[src/rtl/seg_text_engine.sv]
`default_nettype none
// ============================================================================
// Module      : seg_text_engine
// Description : Programmable seven-segment text engine. Generates one 6-bit
//               character code per tube in static, scrolling or
//               label-plus-decimal modes, with per-tube blinking and a
//               sequential binary-to-BCD (double dabble) converter.
// Revision    : 1.0 - initial release
// ============================================================================
module seg_text_engine #(
  parameter int NUM_DIGITS   = 8,
  parameter int MSG_DEPTH    = 16,
  parameter int VAL_W        = 10,
  parameter int NUM_DEC      = 4,
  parameter int SCROLL_TICKS = 25_000_000,
  parameter int BLINK_TICKS  = 12_500_000
) (
  input  logic                                  clk,
  input  logic                                  reset,
  input  logic [1:0]                            mode,
  input  logic                                  msg_we,
  input  logic [$clog2(MSG_DEPTH)-1:0]          msg_addr,
  input  logic [5:0]                            msg_data,
  input  logic [$clog2(MSG_DEPTH):0]            msg_len,
  input  logic [VAL_W-1:0]                      value,
  input  logic                                  value_load,
  input  logic                                  blink_en,
  input  logic [NUM_DIGITS-1:0]                 blink_mask,
  output logic [6*NUM_DIGITS-1:0]               tube_codes,
  output logic                                  conv_busy,
  output logic [$clog2(MSG_DEPTH+NUM_DIGITS):0] scroll_pos
);

  localparam int c_aw   = $clog2(MSG_DEPTH);
  localparam int c_lw   = c_aw + 1;
  localparam int c_spw  = $clog2(MSG_DEPTH + NUM_DIGITS) + 1;
  localparam int c_scw  = $clog2(SCROLL_TICKS + 1);
  localparam int c_bkw  = $clog2(BLINK_TICKS + 1);
  localparam int c_cw   = $clog2(VAL_W + 1);
  // Enough BCD digits to hold 2^VAL_W-1, plus one spare for saturation detect.
  localparam int c_full = (VAL_W * 3) / 10 + 2;
  localparam int c_wdig = (c_full > NUM_DEC) ? c_full : NUM_DEC + 1;
  localparam logic [5:0] c_blank = 6'd63;

  logic [5:0]            r_msg [MSG_DEPTH];
  logic                  r_we;
  logic [c_aw-1:0]       r_waddr;
  logic [5:0]            r_wdata;
  logic [c_lw-1:0]       w_len;
  logic [c_spw-1:0]      w_total;
  logic [1:0]            r_mode_q;
  logic [c_lw-1:0]       r_len_q;
  logic [c_scw-1:0]      r_scroll_cnt;
  logic [c_spw-1:0]      r_scroll_pos;
  logic [c_bkw-1:0]      r_blink_cnt;
  logic                  r_phase;
  logic                  r_busy;
  logic [c_cw-1:0]       r_cnt;
  logic [VAL_W-1:0]      r_bin;
  logic [4*c_wdig-1:0]   r_work;
  logic [4*NUM_DEC-1:0]  r_bcd;
  logic [4*c_wdig-1:0]   w_adj;
  logic [4*c_wdig-1:0]   w_shift;
  logic                  w_ovf;
  logic [4*NUM_DEC-1:0]  w_nines;
  logic [4*NUM_DIGITS-1:0] w_bcd_ext;
  logic [6*NUM_DIGITS-1:0] w_next;
  logic [6*NUM_DIGITS-1:0] r_tubes;

  assign w_len      = (msg_len > c_lw'(MSG_DEPTH)) ? c_lw'(MSG_DEPTH) : msg_len;
  assign w_total    = c_spw'(w_len) + c_spw'(NUM_DIGITS);
  assign w_bcd_ext  = (4*NUM_DIGITS)'(r_bcd);
  assign tube_codes = r_tubes;
  assign conv_busy  = r_busy;
  assign scroll_pos = r_scroll_pos;

  // Write port is staged one cycle so a write reaches the tubes two edges later.
  always_ff @(posedge clk or posedge reset) begin
    if (reset) begin
      r_we    <= 1'b0;
      r_waddr <= '0;
      r_wdata <= '0;
      for (int i = 0; i < MSG_DEPTH; i++) r_msg[i] <= c_blank;
    end else begin
      r_we    <= msg_we;
      r_waddr <= msg_addr;
      r_wdata <= msg_data;
      if (r_we) r_msg[r_waddr] <= r_wdata;
    end
  end

  // Scroll offset: restarts on mode/length change, held at 0 for an empty message.
  always_ff @(posedge clk or posedge reset) begin
    if (reset) begin
      r_mode_q     <= 2'd0;
      r_len_q      <= '0;
      r_scroll_cnt <= '0;
      r_scroll_pos <= '0;
    end else begin
      r_mode_q <= mode;
      r_len_q  <= msg_len;
      if (mode != r_mode_q || msg_len != r_len_q || w_len == '0) begin
        r_scroll_cnt <= '0;
        r_scroll_pos <= '0;
      end else if (r_scroll_cnt == c_scw'(SCROLL_TICKS - 1)) begin
        r_scroll_cnt <= '0;
        r_scroll_pos <= (r_scroll_pos == w_total - c_spw'(1)) ? '0 : r_scroll_pos + c_spw'(1);
      end else begin
        r_scroll_cnt <= r_scroll_cnt + c_scw'(1);
      end
    end
  end

  // Blink phase generator; disabled means counter cleared and phase visible.
  always_ff @(posedge clk or posedge reset) begin
    if (reset) begin
      r_blink_cnt <= '0;
      r_phase     <= 1'b1;
    end else if (!blink_en) begin
      r_blink_cnt <= '0;
      r_phase     <= 1'b1;
    end else if (r_blink_cnt == c_bkw'(BLINK_TICKS - 1)) begin
      r_blink_cnt <= '0;
      r_phase     <= ~r_phase;
    end else begin
      r_blink_cnt <= r_blink_cnt + c_bkw'(1);
    end
  end

  // One double-dabble step: add 3 to every digit >= 5, then shift in next bit.
  always_comb begin
    w_adj   = r_work;
    w_nines = '0;
    for (int d = 0; d < c_wdig; d++) begin
      if (r_work[4*d +: 4] >= 4'd5) w_adj[4*d +: 4] = r_work[4*d +: 4] + 4'd3;
    end
    for (int d = 0; d < NUM_DEC; d++) w_nines[4*d +: 4] = 4'd9;
    w_shift = {w_adj[4*c_wdig-2:0], r_bin[VAL_W-1]};
    w_ovf   = |w_shift[4*c_wdig-1:4*NUM_DEC];
  end

  // Converter: VAL_W busy cycles, result register updated only when busy falls.
  always_ff @(posedge clk or posedge reset) begin
    if (reset) begin
      r_busy <= 1'b0;
      r_cnt  <= '0;
      r_bin  <= '0;
      r_work <= '0;
      r_bcd  <= '0;
    end else if (r_busy) begin
      r_bin  <= r_bin << 1;
      r_work <= w_shift;
      r_cnt  <= r_cnt + c_cw'(1);
      if (r_cnt == c_cw'(VAL_W - 1)) begin
        r_busy <= 1'b0;
        r_bcd  <= w_ovf ? w_nines : w_shift[4*NUM_DEC-1:0];
      end
    end else if (value_load) begin
      r_bin  <= value;
      r_work <= '0;
      r_cnt  <= '0;
      r_busy <= 1'b1;
    end
  end

  // Per-tube character selection, walking tubes left to right for zero blanking.
  always_comb begin : p_display
    logic [c_spw-1:0] w_idx;
    logic [5:0]       w_stat;
    logic [5:0]       w_scr;
    logic [5:0]       w_num;
    logic [5:0]       w_ch;
    logic [3:0]       w_dig;
    logic             w_lead;
    int               k;
    w_next = '0;
    w_lead = 1'b1;
    w_idx  = '0;
    w_stat = c_blank;
    w_scr  = c_blank;
    w_num  = c_blank;
    w_ch   = c_blank;
    w_dig  = 4'd0;
    k      = 0;
    for (int i = NUM_DIGITS - 1; i >= 0; i--) begin
      k      = NUM_DIGITS - 1 - i;
      w_stat = (c_lw'(k) < w_len) ? r_msg[c_aw'(k)] : c_blank;
      w_idx  = r_scroll_pos + c_spw'(k);
      if (w_idx >= w_total) w_idx = w_idx - w_total;
      w_scr  = (w_idx < c_spw'(w_len)) ? r_msg[w_idx[c_aw-1:0]] : c_blank;
      w_dig  = w_bcd_ext[4*i +: 4];
      w_num  = c_blank;
      if (i < NUM_DEC) begin
        if (w_lead && w_dig == 4'd0 && i != 0) begin
          w_num = c_blank;
        end else begin
          w_lead = 1'b0;
          w_num  = {2'b00, w_dig};
        end
      end
      case (mode)
        2'd0:    w_ch = w_stat;
        2'd1:    w_ch = w_scr;
        2'd2:    w_ch = (i < NUM_DEC) ? w_num : w_stat;
        default: w_ch = c_blank;
      endcase
      // Dropping blink_en must restore the tube on the very next edge.
      if (blink_en && !r_phase && blink_mask[i]) w_ch = c_blank;
      w_next[6*i +: 6] = w_ch;
    end
  end

  // Registered tube outputs.
  always_ff @(posedge clk or posedge reset) begin
    if (reset) r_tubes <= '1;
    else       r_tubes <= w_next;
  end

endmodule
`default_nettype wire

[config.mk]
export PLATFORM = sky130hd
export DESIGN_NAME = seg_text_engine
export DESIGN_NICKNAME = d
export VERILOG_FILES = /design/src/rtl/seg_text_engine.sv
export SDC_FILE = /design/constraint.sdc
export NUM_CORES = 1
export LEC_CHECK = 0
export ABC_AREA = 1
export CORE_MARGIN = 3
export CORE_UTILIZATION = 35
export CTS_BUF_LIST = sky130_fd_sc_hd__clkbuf_4 sky130_fd_sc_hd__clkbuf_8 sky130_fd_sc_hd__clkbuf_16
export DETAILED_ROUTE_END_ITERATION = 10
export HOLD_SLACK_MARGIN = 0.08
export SYNTH_ARGS = -nofsm -noshare
export SYNTH_HDL_FRONTEND = slang
export SYNTH_SLANG_ARGS = --single-unit
export TNS_END_PERCENT = 10
[constraint.sdc]
create_clock -name clk -period 8.4 [get_ports clk]
set_input_delay 1.26 -clock clk [delete_from_list [all_inputs] [get_ports clk]]
set_output_delay 1.26 -clock clk [all_outputs]
set_load 0.005 [all_outputs]
-- After elaboration in Yosys (flattened, before gate mapping)
Index checks and enable logic that the tools add are counted.
- $add $sub $neg: 25
- multiply operators: 0
- div/mod/pow operators: 0
- order comparisons: 40
- equal/unequal tests: 9
- shift operators: 0
- multiplexer cells: 97
- bitwise gates (word level): 10
- reduce and logical (&&, ||, !) cells: 25
- operators with widths (cell ; count):
    6-bit two-way mux ; 55
    6-bit binary-select mux with 4-bit select ; 8
    96-bit bitwise mux ; 1
    6-bit one-hot mux with 3 select lines ; 4
    25-bit two-way mux ; 2
    6-bit >= comparator ; 8
    6-bit by 5-bit less-than comparator with 1-bit output ; 8
    24-bit two-way mux ; 2
    6-bit one-hot mux with 2 select lines ; 4
    6-bit subtractor ; 8
    5-bit >= comparator, second input constant ; 9
    4-bit inverter with 5-bit output ; 9
    20-bit two-way mux ; 2
    25-bit by 1-bit adder with 25-bit output, second input constant ; 1
    25-bit equality test, second input constant ; 1
    24-bit by 1-bit adder with 24-bit output, second input constant ; 1
    6-bit by 3-bit adder with 6-bit output, second input constant ; 4
    6-bit demux with 4-bit select ; 1
    24-bit equality test, second input constant ; 1
    4-bit two-way mux ; 6
    4-bit by 3-bit >= comparator with 1-bit output, second input constant ; 5
    3-bit by 5-bit less-than comparator with 1-bit output, first input constant ; 4
    10-bit two-way mux ; 2
    4-bit by 2-bit adder with 4-bit output, second input constant ; 4
    other kinds (32) ; 56
- flip-flop bits (word level): 269
- bits in latches: 0
- bits in writable memories: 0
- ROM bits: 0
- bits of input ports: 40
- output and inout bits: 55
- logic and storage cells: 237
- memories kept: 0

-- Logic depth before layout (Yosys ltp)
- word-level depth: 12
- gate-level depth with buffers: 25
- mapped depth without buffers: 23

-- Worst setup path after synthesis
No wires, ideal clock.
- kind: input to register
- from: input msg_len[4]
- to: register r_tubes[36] (netlist: tube_codes[36])
- arrival: 4551 ps
- data required time: 8320 ps
- path slack: 3769 ps
- stages: 20
- path buffers: 2
- path through: buf_2 -> nor2_1 -> inv_1 -> fa_1 -> inv_1 -> nand2_1 -> nand3_1 -> nand2_1 -> nand2_1 -> nand3_1 -> buf_4 -> o21ai_1 -> ha_1 -> a21oi_1 -> o211ai_1 -> a21oi_1 -> and2_1 -> nand3_1 -> nand2_1 -> nand2_1
- cells in the longest elaborated chain, start to end: 12
- elaborated cells between the ends (all ways): 16
- classes of those cells: add/sub (2); order compare (4); mux (9); bitwise (1)
- ends and longest elaborated chain (item ; line ; source):
    start, declared ; 24 ; input logic [$clog2(MSG_DEPTH):0] msg_len,
    5-bit greater-than comparator ; 70 ; assign w_len = (msg_len > c_lw'(MSG_DEPTH)) ? c_lw'(MSG_DEPTH) : msg_len;
    5-bit two-way mux * ; 70 ;
    5-bit by 4-bit adder with 6-bit output ; 71 ; assign w_total = c_spw'(w_len) + c_spw'(NUM_DIGITS);
    6-bit subtractor / 6-bit >= comparator (equally long branches) ; 189 ; if (w_idx >= w_total) w_idx = w_idx - w_total;
    6-bit two-way mux ; 189 ;
    4-bit inverter with 5-bit output (not written as such) ; 190 ; w_scr = (w_idx < c_spw'(w_len)) ? r_msg[w_idx[c_aw-1:0]] : c_blank;
    6-bit binary-select mux with 4-bit select ; 190 ;
    6-bit two-way mux (not written as such) (2 in series) ; 190 ;
    6-bit two-way mux ; 190 ;
    6-bit one-hot mux with 2 select lines * ; 201 ; case (mode)
    6-bit two-way mux * ; 208 ; if (blink_en && !r_phase && blink_mask[i]) w_ch = c_blank;
    via w_next[36] ; 67 ; logic [6*NUM_DIGITS-1:0] w_next;
    end signal, assigned ; 216 ; else r_tubes <= w_next;
    end, declared ; 68 ; logic [6*NUM_DIGITS-1:0] r_tubes;
Mark *: on every way through the listed nets, which the timed path passes. The rest lies on a longest branch. The select of a mux whose other input is x is not followed.
A chain may end at the register's enable or synchronous reset.

-- Final worst setup path
- from: input msg_len[1]
- to: register r_tubes[23] (netlist: tube_codes[23])
- cells in the longest elaborated chain, start to end: 12
- elaborated cells between the ends (all ways): 16
- classes of those cells: add/sub (2); order compare (4); mux (9); bitwise (1)
- ends and longest elaborated chain (item ; line):
    5-bit greater-than comparator ; 70
    5-bit two-way mux * ; 70
    5-bit by 4-bit adder with 6-bit output ; 71
    6-bit subtractor / 6-bit >= comparator (equally long branches) ; 189
    6-bit two-way mux ; 189
    4-bit inverter with 5-bit output (not written as such) ; 190
    6-bit binary-select mux with 4-bit select ; 190
    6-bit two-way mux (not written as such) (2 in series) ; 190
    6-bit two-way mux ; 190
    6-bit one-hot mux with 3 select lines * ; 201
    6-bit two-way mux * ; 208
    via w_next[23] ; 67
Marked as above.

==> impl_metrics.json <==
{
  "status": "finished, final reports clean",
  "synthTopCellsByArea": "dfstp_2, nand2_1, dfrtp_1",
  "io_buffers": 94,
  "post-cts-setup-buffer-count": 0,
  "vias_per_cell": 5.80,
  "detail-route-antenna-nets": 0,
  "pin_count": 95,
  "r2r-start": "scroll_pos[1]",
  "holdPathStages": 1,
  "cts.sinks": 269,
  "fmaxAchievable_mhz": 154,
  "cp_slowest_cell": "o21ai_1",
  "async_flop_share": 1.00,
  "insertion_delay_ps": 580,
  "power.leakage_nw": 11.2,
  "slowest_delay_ps": 930,
  "slew-limit-headroom": 0.125,
  "yosysTopAreaCell": "dfstp_2",
  "hold_violations": 0,
  "ir_drop_mv": 0.225,
  "cts_made_buffers": 35,
  "r2r_setup_slack_ps": 1970,
  "yosysUniqueCellTypes": 65,
  "grt_use_total": 0.278,
  "cts_hold_buf": 0,
  "critPathArrivalTime_ps": 6990,
  "worstSetupStartpointType": "primary input",
  "cts_buffer_depth": 3,
  "maxCapViolations": 0,
  "fp.dieW_um": 262,
  "rr_worst_depth": 21,
  "synthFlopType": "dfstp_2",
  "dp.cells": 4144,
  "fp.coreArea_mm2": 0.0646,
  "critPathMaxFanout": 15,
  "ys_ff_latch": 269,
  "initial_utilization": 0.355,
  "cts_tree": "yes",
  "slew_violations": 0,
  "nNetsFinal": 3457,
  "area_growth_pct": 10.7,
  "grt_max_degree": 109,
  "cts_max_level": 2,
  "drc": 0,
  "r2r-end": "tube_codes[29]",
  "synth_area_per_cell_um2": 6.84,
  "yosysTopAreaCellShare": 0.166,
  "layout-drive-gt1-share": 0.104,
  "crit_type": "in -> reg",
  "grt_setup_unrepaired": "no",
  "dpl.hpwl_mm": 72.1,
  "grt_pass1_vias": 22200,
  "die_area_mm2": 0.0685,
  "place_congestion": 1.06,
  "finalSetupViolCount": 0,
  "fin_crit_sh": 0.772,
  "tightest_slew_ps": 1310,
  "min_from": "r_blink_cnt[0]",
  "drtPass1Iterations": 6,
  "yosysWarnings": 0,
  "endpoint_kind": "flip-flop",
  "clock-root-buffer": "clkbuf_16",
  "worstPathRequired_ps": 8900,
  "diodes": 0,
  "syn_nets": 3480,
  "grt_pass1_wl_mm": 144,
  "wl_per_cell_um": 23.1,
  "fin_worst_skew_ps": 40.0,
  "core.rowCount": 93,
  "cts_resized": 0,
  "clkTransAtPathRegs_ps": 60,
  "hold_class": "reg -> reg",
  "grt.overflow.total": 0,
  "period_needed_ps": 6480,
  "finalWirelength_mm": 97.2,
  "holdPathEnd": "r_blink_cnt[0]",
  "synth-edff-count": 0,
  "cp_cell_sequence": "clkdlybuf4s50_1, inv_1, nor2_1, inv_1, ha_1, nor2_1, nor2_1, o21ai_0, nand2_1, nand3_1, o21ai_1, inv_1, ha_1, a21oi_1, o211ai_1, a21oi_2, nand3_1, nand2_1, nand3b_1",
  "antenna_found_initial": 0,
  "synthCells": 3349,
  "timing.setup.tns_ps": 0,
  "instances_no_fill": 4207,
  "power_density_mw_per_mm2": 207,
  "netlist_area_mm2": 0.0229,
  "yosysSeqAreaShare": 0.302,
  "via_count": 24400,
  "first_iter_violations": 3328,
  "fp.dieH_um": 262
}
## placed cells by master, fill, tap and decap left out, drive strengths merged, types with 87 or more instances in the layout
| master | Yosys | routed |
|---|---|---|
| nor2 | 115 | 115 |
| ha | 87 | 87 |
| o211ai | 246 | 246 |
| inv | 318 | 319 |
| nand2 | 959 | 959 |
| o21ai | 216 | 216 |
| dfstp | 145 | 145 |
| a21oi | 105 | 105 |
| dfrtp | 124 | 124 |
| nand3 | 624 | 624 |
| clkdlybuf4s50 | 0 | 94 |
## layer usage
metal | share of wire | vias to the layer above | GRT usage
met5 | 0 | - | 0
met4 | 0.067 | 0 | 0.158
met3 | 0.10 | 272 | 0.0548
met2 | 0.40 | 1342 | 0.392
met1 | 0.43 | 11400 | 0.392
li1 | - | 11400 | -
## how the worst max path moves through the flow
stage | endpoint | depth (start not counted) | slack (ps) | startpoint
6_report | tube_codes[23] | 19 | 1920 | msg_len[1]
3_5_place_dp | tube_codes[23] | 19 | 1410 | msg_len[1]
5_1_grt | tube_codes[24] | 21 | 1540 | scroll_pos[1]
2_1_floorplan | conv_busy | 1 | 3700 | reset
4_1_cts | tube_codes[29] | 21 | 1990 | scroll_pos[1]
3_3_place_gp | tube_codes[19] | 19 | 1470 | msg_len[1]
## cell usage after synthesis (3+ instances only)
cell type	count
clkbuf_1	61
a31oi_1	9
nor2_2	4
buf_2	68
inv_2	17
a21o_1	3
ha_1	87
or2_2	10
inv_1	301
nand2_2	15
buf_6	23
o21ai_0	176
nand4_2	6
o211ai_1	246
dfstp_2	145
o21ai_4	8
nor4_1	8
o21bai_1	5
a21oi_1	102
clkinv_1	8
nand3_2	5
nand4_1	25
o21ai_2	13
nor3_1	23
o31ai_1	7
o22ai_1	20
a211oi_1	17
nand3_1	618
xor2_1	33
xor2_2	3
o21a_1	5
nor2_4	4
buf_4	30
o21ai_1	19
xnor2_1	11
dfrtp_1	124
nor2_1	107
fa_1	4
nand2_4	5
nand2_1	939
## metrics by stage
stage          utilization  setup WS [ps]  power [mW]  hold WS [ps]  cell area, um2
2_1_floorplan            -           3700        2.93           425           22900
3_3_place_gp         0.374           1470        3.64           445           24200
3_5_place_dp         0.374           1410        3.65           451           24200
4_1_cts              0.393           1990        5.21           458           25300
5_1_grt              0.393           1540        5.52           494           25300
6_report             0.393           1920        5.25           456           25300
## cells by family after synthesis
kind of cell / synth area share
adder cells (fa/ha/maj): 0.0510
buffers and inverters: 0.100
AND/OR/NAND/NOR: 0.344
flip-flops: 0.302
AO/OA/AOI/OAI: 0.183
XOR/XNOR: 0.0197
other: 0.000164
## where the power goes
group,leakage [nW],internal (mW),total [mW],switching [mW]
logic,7.53,0.568,1.73,1.16
clock network,0.586,0.904,1.53,0.625
registers,3.12,1.65,1.99,0.337
total,11.2,3.12,5.25,2.13
## worst max-delay path: cells and delay by family
family	cells	cell delay (ps)
AO/OA/AOI/OAI	5	1730
adder cells (fa/ha/maj)	2	890
buffers and inverters	4	1640
AND/OR/NAND/NOR	8	1450
## area by class of cell
class | instances | area, um2
Fill cell | 6818 | 39200
Multi-Input combinational cell | 2569 | 13800
Tap cell | 855 | 1070
Clock buffer | 51 | 1040
Inverter | 326 | 1230
Sequential cell | 269 | 6910
Timing Repair Buffer | 125 | 1190
Clock inverter | 12 | 143
## flip-flops by register name, summed over array words and instances (netlist names)
name          count
tube_codes       48
r_mode_q          2
r_work           20
r_blink_cnt      24
r_len_q           5
r_phase           1
r_bin            10
r_wdata           6
scroll_pos        6
conv_busy         1
r_msg            96
r_cnt             4
r_we              1
r_scroll_cnt     25
r_waddr           4
r_bcd            16
No activity file was read; power rests on OpenSTA's default activity.
